File: src/rtl/reg_arb_pkg.sv
// Shared types and helpers for the register-bank write arbiter.
// The bank is 8 bits wide and never deeper than 256 entries, so a single
// 8-bit address type covers every legal configuration for range checks.
package reg_arb_pkg;

  localparam int DATA_W     = 8;
  localparam int ADDR_W_MAX = 8;

  // Saturation value of the deferral counter.
  localparam logic [7:0] DEFER_MAX = 8'hFF;

  typedef logic [DATA_W-1:0]     reg_data_t;
  typedef logic [ADDR_W_MAX-1:0] reg_addr_t;

  // Width of an index able to hold 0..n-1; never narrower than one bit so
  // single-entry configurations still get a real signal.
  function automatic int idx_width(input int n);
    return (n > 1) ? $clog2(n) : 1;
  endfunction

  // Round-robin successor of a requester index, wrapping at nreq.
  function automatic int next_ptr(input int ptr, input int nreq);
    return (ptr + 1 >= nreq) ? 0 : ptr + 1;
  endfunction

  // True when the address names a register that exists in the bank.
  function automatic logic addr_in_range(input reg_addr_t addr, input int regcount);
    return int'(addr) < regcount;
  endfunction

endpackage

File: src/rtl/reg_write_arbiter_rr_pick.sv
// Combinational round-robin picker.
// Rotates the request vector so the pointer position sits at bit 0, isolates
// the lowest set bit, then rotates the one-hot result back. This keeps the
// search free of variable-index selects and scales cleanly with NREQ.
module rr_pick
  import reg_arb_pkg::*;
#(
  parameter int NREQ  = 3,
  parameter int PTR_W = idx_width(NREQ)
) (
  input  logic [NREQ-1:0]  req,
  input  logic [PTR_W-1:0] ptr,
  output logic [NREQ-1:0]  grant,
  output logic [PTR_W-1:0] idx,
  output logic             valid
);

  logic [2*NREQ-1:0] dbl_req;
  logic [NREQ-1:0]   rot_req;
  logic [NREQ-1:0]   rot_oh;
  logic [2*NREQ-1:0] dbl_oh;

  // Rotate requests so the highest-priority requester lands at bit 0.
  always_comb begin
    dbl_req = {req, req} >> ptr;
    rot_req = dbl_req[NREQ-1:0];
  end

  // Keep only the first requester at or after the pointer.
  always_comb begin
    rot_oh = rot_req & (-rot_req);
  end

  // Undo the rotation: the upper half of the doubled, left-shifted vector
  // holds the winner at its absolute requester position.
  always_comb begin
    dbl_oh = {rot_oh, rot_oh} << ptr;
    grant  = dbl_oh[2*NREQ-1:NREQ];
    valid  = |req;
  end

  // Binary index of the winner, used to advance the pointer.
  always_comb begin
    idx = '0;
    for (int i = 0; i < NREQ; i++) begin
      if (grant[i]) idx = PTR_W'(i);
    end
  end

endmodule

File: src/rtl/reg_write_arbiter.sv
// Single write port arbiter for the shared 8-bit register bank.
// The I2C slave path cannot stall and always owns the port when it strobes;
// local requesters take the remaining cycles in round-robin order.
//
// Local handshake: a requester raises req[i] with req_addr/req_data for slot i
// and holds all three stable until it sees gnt[i] for one cycle. gnt[i] means
// the request is retired (written, or dropped with err[i] if the target is
// out of range or host-owned). The requester may then drop req[i] or present
// a new request; a request still high in the gnt cycle is not granted again,
// so one request yields exactly one grant. Dropping req before gnt is legal.
module reg_write_arbiter
  import reg_arb_pkg::*;
#(
  parameter int                  NREQ        = 3,
  parameter int                  REGCOUNT    = 32,
  parameter logic [REGCOUNT-1:0] LOCAL_WMASK = {REGCOUNT{1'b1}},
  localparam int                 ADDR_W      = idx_width(REGCOUNT)
) (
  input  logic                   clock,
  input  logic                   reset,
  input  logic                   i2c_we,
  input  logic [ADDR_W-1:0]      i2c_addr,
  input  logic [DATA_W-1:0]      i2c_data,
  input  logic [NREQ-1:0]        req,
  input  logic [NREQ*ADDR_W-1:0] req_addr,
  input  logic [NREQ*DATA_W-1:0] req_data,
  output logic [NREQ-1:0]        gnt,
  output logic [NREQ-1:0]        err,
  output logic                   wr_en,
  output logic [ADDR_W-1:0]      wr_addr,
  output logic [DATA_W-1:0]      wr_data,
  output logic [7:0]             defer_cnt
);

  localparam int PTR_W  = idx_width(NREQ);
  localparam int MASK_W = 2 ** ADDR_W;

  // Mask padded to the full address space so any address indexes it safely;
  // the padding bits are never relevant because those addresses fail the
  // range check first.
  localparam logic [MASK_W-1:0] WMASK_FULL = MASK_W'(LOCAL_WMASK);

  logic [PTR_W-1:0]  ptr;
  logic [NREQ-1:0]   elig;
  logic [NREQ-1:0]   pick_gnt;
  logic [PTR_W-1:0]  pick_idx;
  logic              pick_valid;
  logic [ADDR_W-1:0] win_addr;
  reg_data_t         win_data;
  logic              win_ok;
  logic              i2c_ok;

  // A requester whose grant pulse is showing right now is not eligible, so a
  // request held one cycle past its grant is not served twice.
  always_comb begin
    elig = req & ~gnt;
  end

  rr_pick #(
    .NREQ  (NREQ),
    .PTR_W (PTR_W)
  ) u_pick (
    .req   (elig),
    .ptr   (ptr),
    .grant (pick_gnt),
    .idx   (pick_idx),
    .valid (pick_valid)
  );

  // Select the winning requester's address and data.
  always_comb begin
    win_addr = '0;
    win_data = '0;
    for (int i = 0; i < NREQ; i++) begin
      if (pick_gnt[i]) begin
        win_addr = req_addr[i*ADDR_W +: ADDR_W];
        win_data = req_data[i*DATA_W +: DATA_W];
      end
    end
  end

  // Decide whether each candidate write may reach the bank.
  always_comb begin
    i2c_ok = addr_in_range(reg_addr_t'(i2c_addr), REGCOUNT);
    win_ok = addr_in_range(reg_addr_t'(win_addr), REGCOUNT) && WMASK_FULL[win_addr];
  end

  // Registered output stage: I2C first, then the round-robin winner, else idle
  // with address/data held.
  always_ff @(posedge clock or negedge reset) begin
    if (!reset) begin
      wr_en   <= 1'b0;
      wr_addr <= '0;
      wr_data <= '0;
      gnt     <= '0;
      err     <= '0;
    end else if (i2c_we) begin
      wr_en   <= i2c_ok;
      wr_addr <= i2c_addr;
      wr_data <= i2c_data;
      gnt     <= '0;
      err     <= '0;
    end else if (pick_valid) begin
      wr_en   <= win_ok;
      wr_addr <= win_addr;
      wr_data <= win_data;
      gnt     <= pick_gnt;
      err     <= win_ok ? '0 : pick_gnt;
    end else begin
      wr_en   <= 1'b0;
      gnt     <= '0;
      err     <= '0;
    end
  end

  // Round-robin pointer: moves past a local winner, untouched by I2C cycles.
  always_ff @(posedge clock or negedge reset) begin
    if (!reset) begin
      ptr <= '0;
    end else if (!i2c_we && pick_valid) begin
      ptr <= PTR_W'(next_ptr(int'(pick_idx), NREQ));
    end
  end

  // Count edges where an I2C write pushed back at least one waiting requester.
  always_ff @(posedge clock or negedge reset) begin
    if (!reset) begin
      defer_cnt <= '0;
    end else if (i2c_we && (|elig) && (defer_cnt != DEFER_MAX)) begin
      defer_cnt <= defer_cnt + 8'd1;
    end
  end

endmodule

File: config.mk
export PLATFORM = sky130hd
export DESIGN_NAME = reg_write_arbiter
export DESIGN_NICKNAME = d
export VERILOG_FILES = /design/src/rtl/reg_arb_pkg.sv /design/src/rtl/reg_write_arbiter_rr_pick.sv /design/src/rtl/reg_write_arbiter.sv
export SDC_FILE = /design/constraint.sdc
export NUM_CORES = 1
export LEC_CHECK = 0
export ABC_AREA = 1
export CORE_MARGIN = 2
export CORE_UTILIZATION = 38
export CTS_CLUSTER_DIAMETER = 50
export DETAILED_ROUTE_END_ITERATION = 8
export GPL_TIMING_DRIVEN = 0
export PLACE_DENSITY = 0.74
export SYNTH_ARGS = -nofsm -noshare
export SYNTH_HDL_FRONTEND = slang
export SYNTH_SLANG_ARGS = --single-unit
export TNS_END_PERCENT = 30
File: constraint.sdc
create_clock -name clock -period 2.2 [get_ports clock]
set_input_delay 0.22 -clock clock [delete_from_list [all_inputs] [get_ports clock]]
set_output_delay 0.22 -clock clock [all_outputs]
set_load 0.05 [all_outputs]
==> summary.md, run 1 <==
| Metric | Value |
|---|---|
| Yosys reg bits | `27` |
| Routed wire length | `4.628 mm` |
| Final period utilization | `81.77%` |
| CTS root buffer | `clkbuf_8` |
| Yosys cell types | `26` |
| Cell internal pwr | `0.001783 W` |
| Syn_area_per_cell | `~8 µm²` |
| CP startpoint kind | `flop` |
| Peak VDD IR | `0.5198 mV` |
| Complex-gate fraction of the synthesized area | `under 10%` |
| CP startpoint | `ptr[1]` |
| # clock sinks | `27` |
| Initial core utilization | `39.14%` |
| Crit path DAT | `1960 ps` |
| Max Cap Viol | `0` |
| Pwr Density | `around 1400 nW/µm²` |
| Die H | `73.29 µm` |
| F_max | `~560 MHz` |
| Port Buffers | `81` |
| Worst skew pair latency | `260 ps` |
| Routed vias/inst | `4.900` |
| # diodes | `0` |
| Crit-path cells | `inv_2 -> nand3_2 -> nand2_2 -> inv_2 -> nand2_2 -> nand3_2 -> buf_2 -> nand3_1 -> nand3_2 -> nand2_2 -> nand3_2` |
| DRT Pass-1 Iters | `4` |
| WL per Instance | `between 10 and 15 µm` |
| Global-route wire length before repair | `roughly 7.6 mm` |
| FF-to-FF setup slack | `400 ps` |
| Setup TNS | `0 ps` |
| Synth warn | `0` |
| Pleak | `1.297 nW` |
| Clk pin slew, worst setup/hold paths | `about 90 ps` |
| Synth Area in XOR/XNOR | `3.361%` |
| Hold crit path type | `in -> reg` |
| Hold Startpoint | `i2c_we` |
| Seq/Total Area, Yosys | `37.04%` |
| Hold path endpoint | `wr_data[7]` |
| Critical path endpoint category | `flop` |
| Ports | `86` |
| Die area | `about 5400 µm²` |
| DRC | `0` |
| Number of global-route vias before repair | `1707` |
| Mux cell area share after synthesis | `0%` |
| Overall Global Routing Usage | `between 15 and 20%` |
| Synth Area in Adders | `0.6859%` |
| Initial antenna violation count | `0` |
| Hold Crit Depth | `3` |
| Total power | `0.003759 W` |
| Non-Filler Instances | `369` |
| Routability cong. | `a little under 0.9` |
| Slew Limit Fails | `0` |
| Crit path max-delay cell type | `dfrtp_1` |
| Final ANT Viol Nets | `0` |
| Sw power | `0.001976 W` |
| CTS H-tree depth | `1` |
| Core footprint | `4661 µm²` |
| Cell area after layout | `2760 µm²` |
| Die Wd | `73.29 µm` |
| Placed insts | `364` |
| Max Buffers Root-to-Sink | `2` |
| Critical path type | `reg -> reg` |
| Largest family of logic cells by synthesized area | `simple AND/OR/NAND/NOR gates` |
| Placement row count | `25` |
| Worst hold slack | `299.9 ps` |
| Worst EP required | `2360 ps` |
| Reg power frac | `22.5%` |
| Final setup violation count | `0` |
| Simple-gate share of the synthesized area | `47.60%` |
| Post-Route Skew | `2.431 ps` |
| CP dominant cell by count | `nand3_2` |
| Crit-path max FO | `10` |
| Area Overhead vs Synth | `51.30%` |
| Tmin final | `about 1800 ps` |
| Status | `complete, no violations` |
| Share of cells above drive strength 1 | `20.32%` |
| Post-detail-place hpwl | `3.717 mm` |
| RSZ-0062 raised after global routing | `no` |
| Clk pwr share | `7.3%` |
| Combinational share of power | `a little over two thirds` |
| CTS tree | `yes` |
| Worst reg2reg endpoint | `wr_data[3]` |
| Clock buffer count from CTS | `3` |
| Worst reg-to-reg path cell count | `11` |
| Worst-Margin Slew | `602.3 ps` |
| Slew headroom | `59.85%` |
| Synth Instances | `227` |
| Post-DP Area | `2710 µm²` |
| Hold Fails Final Rpt | `0` |
| CP max stage delay | `between 400 and 500 ps` |
| Cell area after synthesis | `1824 µm²` |
| DRT iter0 DRCs | `between 80 and 90` |
| Nets | `375` |
| Grt total ovfl | `0` |
| Reg-to-Reg Start | `ptr[1]` |
| Largest net degree at the start of global routing | `28` |
| Vias | `1808` |
| Switching Share | `between 50% and 60%` |
| Post-CTS setup buffers | `0` |
[worst max path at each step]
stage / cells after the start / to / slack (ps)
2_1_floorplan: 14 / wr_addr[0] / 330
3_3_place_gp: 7 / wr_addr[2] / 220
3_5_place_dp: 7 / wr_data[2] / 200
4_1_cts: 11 / wr_data[3] / 430
5_1_grt: 7 / wr_addr[2] / 280
6_report: 11 / wr_data[3] / 400
[worst max-delay path: cells and delay by family, from the launching register on]
kind,cells,cell delay [ps]
and+or+nand+nor,8,730
DFF,1,490
buffers and inverters,3,460
[power by group through the flow]
| stage | sequential [W] | clock [W] | combinational (W) |
|---|---|---|---|
| after CTS | 0.000846 | 0.000289 | 0.00266 |
| final | 0.000845 | 0.000275 | 0.00264 |
| after detailed placement | 0.000855 | 0 | 0.00265 |
| after floorplan | 0.00147 | 0 | 0.00127 |
| after global placement | 0.000847 | 0 | 0.00262 |
| after global routing | 0.000867 | 0.000305 | 0.00284 |
[cell usage after synthesis (all sizes together)]
library cell  instances  area, µm²
nand4                 3      18.77
conb                  1      3.750
nand2                91      394.1
nor2                  4      15.01
nand3                59      430.4
xor2                  2      17.52
o21bai                1      7.510
o21ai                 1      5.000
a21oi                 1      5.000
ha                    1      12.51
nor3                  1      10.01
xnor2                 5      43.79
inv                  16      65.06
dfrtp                27      675.7
buf                   8      77.57
o2111ai               2      17.52
clkbuf                4      25.02
[cell usage in the layout, fill, tap and decap left out]
master	instances
dlygate4sd3_1	1
buf_6	2
conb_1	3
inv_1	12
clkbuf_1	4
nand2_1	72
inv_2	3
ha_1	1
a21oi_1	1
nand4_1	3
nand3_2	27
o2111ai_1	2
buf_4	4
buf_12	1
nor3_2	1
o21bai_1	1
buf_2	2
clkbuf_8	4
xnor2_1	5
nor2_1	4
nand2_2	18
nand2_4	1
xor2_1	2
dfrtp_1	27
clkdlybuf4s50_1	80
o21ai_0	1
inv_6	1
nand3_1	32
[flip-flops by register name, summed over array words and instances, names as in the netlist]
signal	count
defer_cnt	8
wr_data	8
wr_addr	5
gnt	3
ptr	2
wr_en	1
[cell families (layout without fill, tap and decap cells)]
group / Yosys count / in the layout
fa+ha+maj: 1 / 1
simple gates: 158 / 158
flops: 27 / 27
other cells: 1 / 3
xor+xnor: 7 / 7
buf+inv: 28 / 114
compound gates: 5 / 5
[cell type report]
| cell class | count | area, µm² |
|---|---|---|
| plain buffers | 12 | 102.6 |
| multi-input cells | 174 | 988.4 |
| fillers | 431 | 1901 |
| clock buffers | 4 | 45.04 |
| well taps | 54 | 67.56 |
| repair buffers | 82 | 815.8 |
| flip-flops and latches | 27 | 675.6 |
| inverters | 16 | 65.06 |
[per-layer routing]
metal	wire length [µm]	track usage [%]
met4	57	4.321
met5	0	0
met1	1975	22.79
met2	2289	31.03
met3	305	3.429
[metrics by stage]
stage                     setup WS (ps)  util (%)
after floorplan                   332.1         -
after global placement            217.1     58.15
after detailed placement          199.1     58.15
after CTS                         428.8     59.11
after global routing              283.6     59.22
final                             401.1     59.22
[what timing repair did]
item / 4_1_cts / 5_1_grt
resized for setup: 0 / 0
endpoints found under the hold margin: 0 / 9
hold buffers: 0 / 1
(Power assumes the default switching activity.)
==> run 2: changes to the inputs <==
Clock period 2.2 ns to 1.8 ns, I/O delays scaled along.
==> run 2 against run 1 <==
  * Total power grew 33%
  * First-iteration DRC count grew 20%
  * Clock skew barely moved
  * Die area did not move
  * Critical path type unchanged
  * Largest cell class unchanged
  * Highest routed layer unchanged
==> summary.md, run 2 (synthesis gave the netlist of run 1 again) <==
| Metric | Value |
|---|---|
| Critical path type | `reg -> reg` |
| DRC | `0 (unchanged)` |
| Routability cong. | `0.8734 (+0.73%)` |
| RSZ-0062 raised after global routing | `yes` |
| DRT iter0 DRCs | `100 (+20%)` |
| Regs by FF count | `defer_cnt x8, wr_data x8, wr_addr x5` |
| CTS H-tree depth | `1 (unchanged)` |
| Nets | `382 (+1.9%)` |
| Critical path endpoint category | `flop` |
| Most common cell after layout, fill and taps aside | `clkdlybuf4s50_1` |
| Die area | `5371 µm² (unchanged)` |
| # diodes | `0 (unchanged)` |
| Post-detail-place hpwl | `3.784 mm (+1.8%)` |
| Slew Limit Fails | `0 (unchanged)` |
| CTS root buffer | `clkbuf_8` |
| Crit-path max FO | `7 (-3)` |
| Area Overhead vs Synth | `59.19%` |
| Final ANT Viol Nets | `0 (unchanged)` |
| # clock sinks | `27 (unchanged)` |
| Slew headroom | `58.16% (-1.7 points)` |
| Grt total ovfl | `0 (unchanged)` |
| Cell area after layout | `2904 µm² (+5.2%)` |
| WL per Instance | `13.41 µm (+6.9%)` |
| Overall Global Routing Usage | `18.80% (+0.92 points)` |
| Worst EP required | `1950 ps (-410 ps)` |
| F_max | `574.3 MHz (+3.3%)` |
| Peak VDD IR | `0.7135 mV (+37%)` |
| Final period utilization | `96.74% (+15 points)` |
| Core footprint | `4661 µm² (unchanged)` |
| Port Buffers | `81 (unchanged)` |
| Die Wd | `73.29 µm (unchanged)` |
| Pwr Density | `1726 nW/µm² (+27%)` |
| Total power | `0.005013 W (+33%)` |
| Tmin final | `1741 ps (-57.51 ps)` |
| Routed vias/inst | `4.936 (+0.74%)` |
| Most frequent cells in the layout | `80 x clkdlybuf4s50_1, 71 x nand2_1, 32 x nand3_2` |
| Crit path max-delay cell type | `dfrtp_1` |
| Routed wire length | `5.042 mm (+8.9%)` |
| Largest net degree at the start of global routing | `28 (unchanged)` |
| Initial core utilization | `39.14% (unchanged)` |
| Initial antenna violation count | `0 (unchanged)` |
| Hold crit path type | `in -> reg` |
| Status | `complete, no violations` |
| Crit-path cells | `buf_6 -> inv_8 -> nand3_2 -> nand3_1 -> nand2_2 -> nand3_2 -> nand2_1 -> nand3_2 -> nand2_4 -> buf_12 -> nand2_1 -> nand3_1 -> nand2_1 -> nand3_1` |
| Global-route wire length before repair | `7.948 mm (+5.2%)` |
| CTS tree | `yes` |
| Number of global-route vias before repair | `1800 (+5.4%)` |
| Max Cap Viol | `0 (unchanged)` |
| Final setup violation count | `0 (unchanged)` |
| Share of cells above drive strength 1 | `25.78% (+5.5 points)` |
| Post-Route Skew | `1.973 ps (-0.4581 ps)` |
| Die H | `73.29 µm (unchanged)` |
| Max Buffers Root-to-Sink | `2 (unchanged)` |
| Clock buffer count from CTS | `3 (unchanged)` |
| Worst-Margin Slew | `627.6 ps (+25.27 ps)` |
| CP max stage delay | `380 ps (-110 ps)` |
| Worst skew pair latency | `270 ps (about the same)` |
| Ports | `86 (unchanged)` |
| Post-DP Area | `2714 µm² (+0.14%)` |
| DRT Pass-1 Iters | `4 (unchanged)` |
| Placement row count | `25 (unchanged)` |
| Crit path DAT | `1890 ps (-70 ps)` |
| CP startpoint kind | `flop` |
| Clk pin slew, worst setup/hold paths | `90 ps (about the same)` |
| Vias | `1856 (+2.7%)` |
| Hold Fails Final Rpt | `0 (unchanged)` |
| Pleak | `1.358 nW (+4.7%)` |
[run 2: cell count changes in the layout (fill, tap and decap cells not counted), sizes merged]
cell | before | now
buf | 9 | 15
clkbuf | 8 | 9
[run 2: through the flow]
stage	hold WS, ps	std cells	util, %	worst slack (ps)	TNS (ps)
3_3_place_gp	480.8	364	58.23	-134.7	-1299
3_5_place_dp	485.9	364	58.23	-171.1	-1729
6_report	294.0	376	62.31	58.62	0
5_1_grt	310.0	376	62.31	-36.74	-130.7
4_1_cts	282.1	369	59.62	5.349	0
2_1_floorplan	-115.6	229	-	13.64	0
[run 2: worst paths after layout]
kind                            start           end  slack, ps  cells after the start
setup / recovery               ptr[0]    wr_data[7]         60                     14
hold / removal                 i2c_we    wr_addr[3]        290                      3
setup reg to reg               ptr[0]    wr_data[7]         60                     14
hold reg to reg            wr_addr[2]    wr_addr[2]        500                      2
max in group asynchronous       reset        gnt[1]        900                      2
min in group asynchronous       reset  defer_cnt[3]        460                      2
[run 2: metal layers]
metal,global-route usage (%),vias up,wire [µm]
met5,0,-,0
met4,5.350,0,95
met3,3.978,8,265
met2,32.03,65,2476
met1,23.93,861,2205
li1,-,922,-
[run 2: cell type report]
class                           instances  area, µm²
Buffer                                 12      110.1
Clock buffer                            4      45.04
Fill cell                             421       1757
Inverter                               16      70.07
Multi-Input combinational cell        174       1028
Sequential cell                        27      680.7
Tap cell                               54      67.56
Timing Repair Buffer                   89      902.1
[run 2: critical path: cells and delay by family (launching register included)]
family                 cells  cell delay [ps]
DFF                        1              380
and+or+nand+nor           11              890
buffers and inverters      3              360
[run 2: timing repair]
action                                  in CTS  in global routing
gates resized for setup                      0                 19
hold buffers                                 0                  1
endpoints found under the setup margin       2                 15
pin swaps                                    0                  1
cloned                                       0                  2
hold endpoints to repair                     0                 27
setup buffers                                1                  4
[run 2: report_power, final]
group          leakage (nW)  internal [W]  switching, W
Combinational          1.01       0.00144       0.00219
Sequential            0.327      0.000851      0.000189
Clock                0.0228      0.000158      0.000183
Total                  1.36       0.00245       0.00256
==> run 3: changes to the inputs <==
Settings changed: CORE_ASPECT_RATIO set to 1.5, CORE_UTILIZATION 38 to 41, PLACE_DENSITY 0.74 to 0.79.
==> run 3 against run 2 <==
  * Non-clock buffer count decreased by 1
  * First-iteration DRC count decreased by 52%
  * Register-to-register slack hardly changed
  * Die area down 6.7%
  * Critical path type unchanged
  * Largest cell class unchanged
  * Largest power group unchanged
  * Highest routed layer unchanged
==> summary.md, run 3 (synthesis gave the netlist of run 1 again) <==
| Metric | Value |
|---|---|
| Status | `complete, no violations` |
| Share of cells above drive strength 1 | `25.23% (-0.54 points)` |
| Pwr Density | `1724 nW/µm² (-0.14%)` |
| Worst-Margin Slew | `1199 ps (+571.1 ps)` |
| RSZ-0062 raised after global routing | `yes` |
| Reg power frac | `21.2% (+0.4 points)` |
| Worst EP required | `1970 ps (+20 ps)` |
| F_max | `576.1 MHz (+0.32%)` |
| Critical path endpoint category | `flop` |
| Core footprint | `4245 µm² (-8.9%)` |
| DRC | `0 (unchanged)` |
| Area Overhead vs Synth | `57.27%` |
| WL per Instance | `13.14 µm (-2.0%)` |
| Die area | `5010 µm² (-6.7%)` |
| CTS root buffer | `clkbuf_8` |
| Post-Route Skew | `10.08 ps (+8.109 ps)` |
| Routed vias/inst | `5.008 (+1.5%)` |
| Tmin final | `1736 ps (-5.564 ps)` |
| Hold Fails Final Rpt | `0 (unchanged)` |
| CP startpoint | `ptr[1]` |
| CP startpoint kind | `flop` |
| Ports | `86 (unchanged)` |
| Largest net degree at the start of global routing | `28 (unchanged)` |
| Final period utilization | `96.43% (-0.31 points)` |
| # diodes | `0 (unchanged)` |
| Placement row count | `29 (+16%)` |
| Pleak | `1.346 nW (-0.82%)` |
| Nets | `381 (-0.26%)` |
| Clk pwr share | `7.1% (+0.3 points)` |
| Most common cell after layout, fill and taps aside | `clkdlybuf4s50_1` |
| Post-detail-place hpwl | `3.670 mm (-3.0%)` |
| Sw power | `0.002538 W (-1.0%)` |
| Crit-path max FO | `7 (unchanged)` |
| DRT Pass-1 Iters | `4 (unchanged)` |
| Final ANT Viol Nets | `0 (unchanged)` |
| Regs by FF count | `defer_cnt x8, wr_data x8, wr_addr x5` |
| Combinational share of power | `71.7% (-0.7 points)` |
| Reg-to-Reg Start | `ptr[1]` |
| Setup WS post-layout | `64.19 ps (+5.564 ps)` |
| Overall Global Routing Usage | `18.58% (-0.22 points)` |
| Slew Limit Fails | `0 (unchanged)` |
| Peak VDD IR | `1.098 mV (+54%)` |
| CTS tree | `yes` |
| Setup TNS | `0 ps (unchanged)` |
| Slew headroom | `19.84% (-38 points)` |
| Critical path type | `reg -> reg` |
| Vias | `1838 (-0.97%)` |
| Die H | `85.70 µm (+17%)` |
| Cell internal pwr | `0.002408 W (-1.7%)` |
| Max Cap Viol | `0 (unchanged)` |
| Grt total ovfl | `0 (unchanged)` |
| Dpl ws | `-141.6 ps (+29.52 ps)` |
| Clk pin slew, worst setup/hold paths | `100 ps (about the same)` |
| Initial antenna violation count | `0 (unchanged)` |
| Final setup violation count | `0 (unchanged)` |
| Crit path DAT | `1910 ps (+20 ps)` |
| Worst skew pair latency | `270 ps (about the same)` |
| # clock sinks | `27 (unchanged)` |
| DRT iter0 DRCs | `48 (-52%)` |
| Clock buffer count from CTS | `3 (unchanged)` |
| Routed wire length | `4.822 mm (-4.4%)` |
| Number of hold buffers added after CTS | `0 (unchanged)` |
| CTS H-tree depth | `1 (unchanged)` |
| Die Wd | `58.47 µm (-20%)` |
| Most frequent cells in the layout | `81 x clkdlybuf4s50_1, 72 x nand2_1, 31 x nand3_2` |
| Number of global-route vias before repair | `1759 (-2.3%)` |
| Initial core utilization | `42.97% (+3.8 points)` |
| Port Buffers | `81 (unchanged)` |
| Hold crit path type | `in -> reg` |
| Max Buffers Root-to-Sink | `2 (unchanged)` |
| Routability cong. | `0.8652 (-0.94%)` |
| Switching Share | `51.32% (+0.18 points)` |
| Hold Startpoint | `i2c_we` |
| Global-route wire length before repair | `7.424 mm (-6.6%)` |
==> run 3: routing by layer <==
metal  GRT usage, %  part of all wire, %
met1          21.63                   38
met5              0                    0
met4          4.651                  1.3
met2          33.91                   55
met3          3.620                  5.7
==> run 3: what timing repair did <==
| item | in CTS | in global routing |
|---|---|---|
| endpoints found under the setup margin | 0 | 11 |
| buffers inserted | 0 | 5 |
| gates resized for setup | 0 | 16 |
==> run 3: final timing paths <==
check,slack [ps],cells after the start,endpoint
setup / recovery,60,13,wr_data[2]
hold / removal,290,3,wr_addr[4]
setup reg to reg,60,13,wr_data[2]
hold reg to reg,510,2,wr_data[3]
max in group asynchronous,460,1,gnt[1]
min in group asynchronous,530,1,defer_cnt[3]
==> run 3: layout make-up <==
cell class	instances	area, µm²
Clock inverter	1	7.507
Multi-Input combinational cell	174	1021
Inverter	16	70.07
Clock buffer	3	41.29
Sequential cell	27	680.7
Fill cell	355	1376
Tap cell	46	57.56
Buffer	12	110.1
Timing Repair Buffer	88	880.8
==> run 3: power groups by stage <==
stage	logic, W	registers (W)	clock network [W]
finish	0.00355	0.00105	0.000351
global route	0.00380	0.00109	0.000388
CTS	0.00323	0.00104	0.000360
detailed placement	0.00322	0.00105	0
global placement	0.00319	0.00105	0
floorplan	0.00156	0.00180	0
==> run 3: critical path, stage by stage (launching register included) <==
cell and delay, ps:
dfrtp_2 500, inv_4 130, nand3_2 110, nand2_4 110, inv_2 50, nand2_2 70, nand2_2 60, nand2_2 70
nand2_4 100, clkbuf_16 190, nand2_2 60, nand3_2 60, nand2_1 70, nand3_2 50
==> run 3: metrics by stage <==
stage                     hold slack, ps  utilization [%]  std cells  area (µm²)  power (W)
after floorplan                   -115.6                -        229        1836   0.003355
after global placement             478.6            63.69        356        2704   0.004237
after detailed placement           483.7            63.69        356        2704   0.004270
after CTS                          285.6            64.84        360        2753   0.004632
after global routing               333.8            67.58        367        2869   0.005269
final                              285.7            67.58        367        2869   0.004946
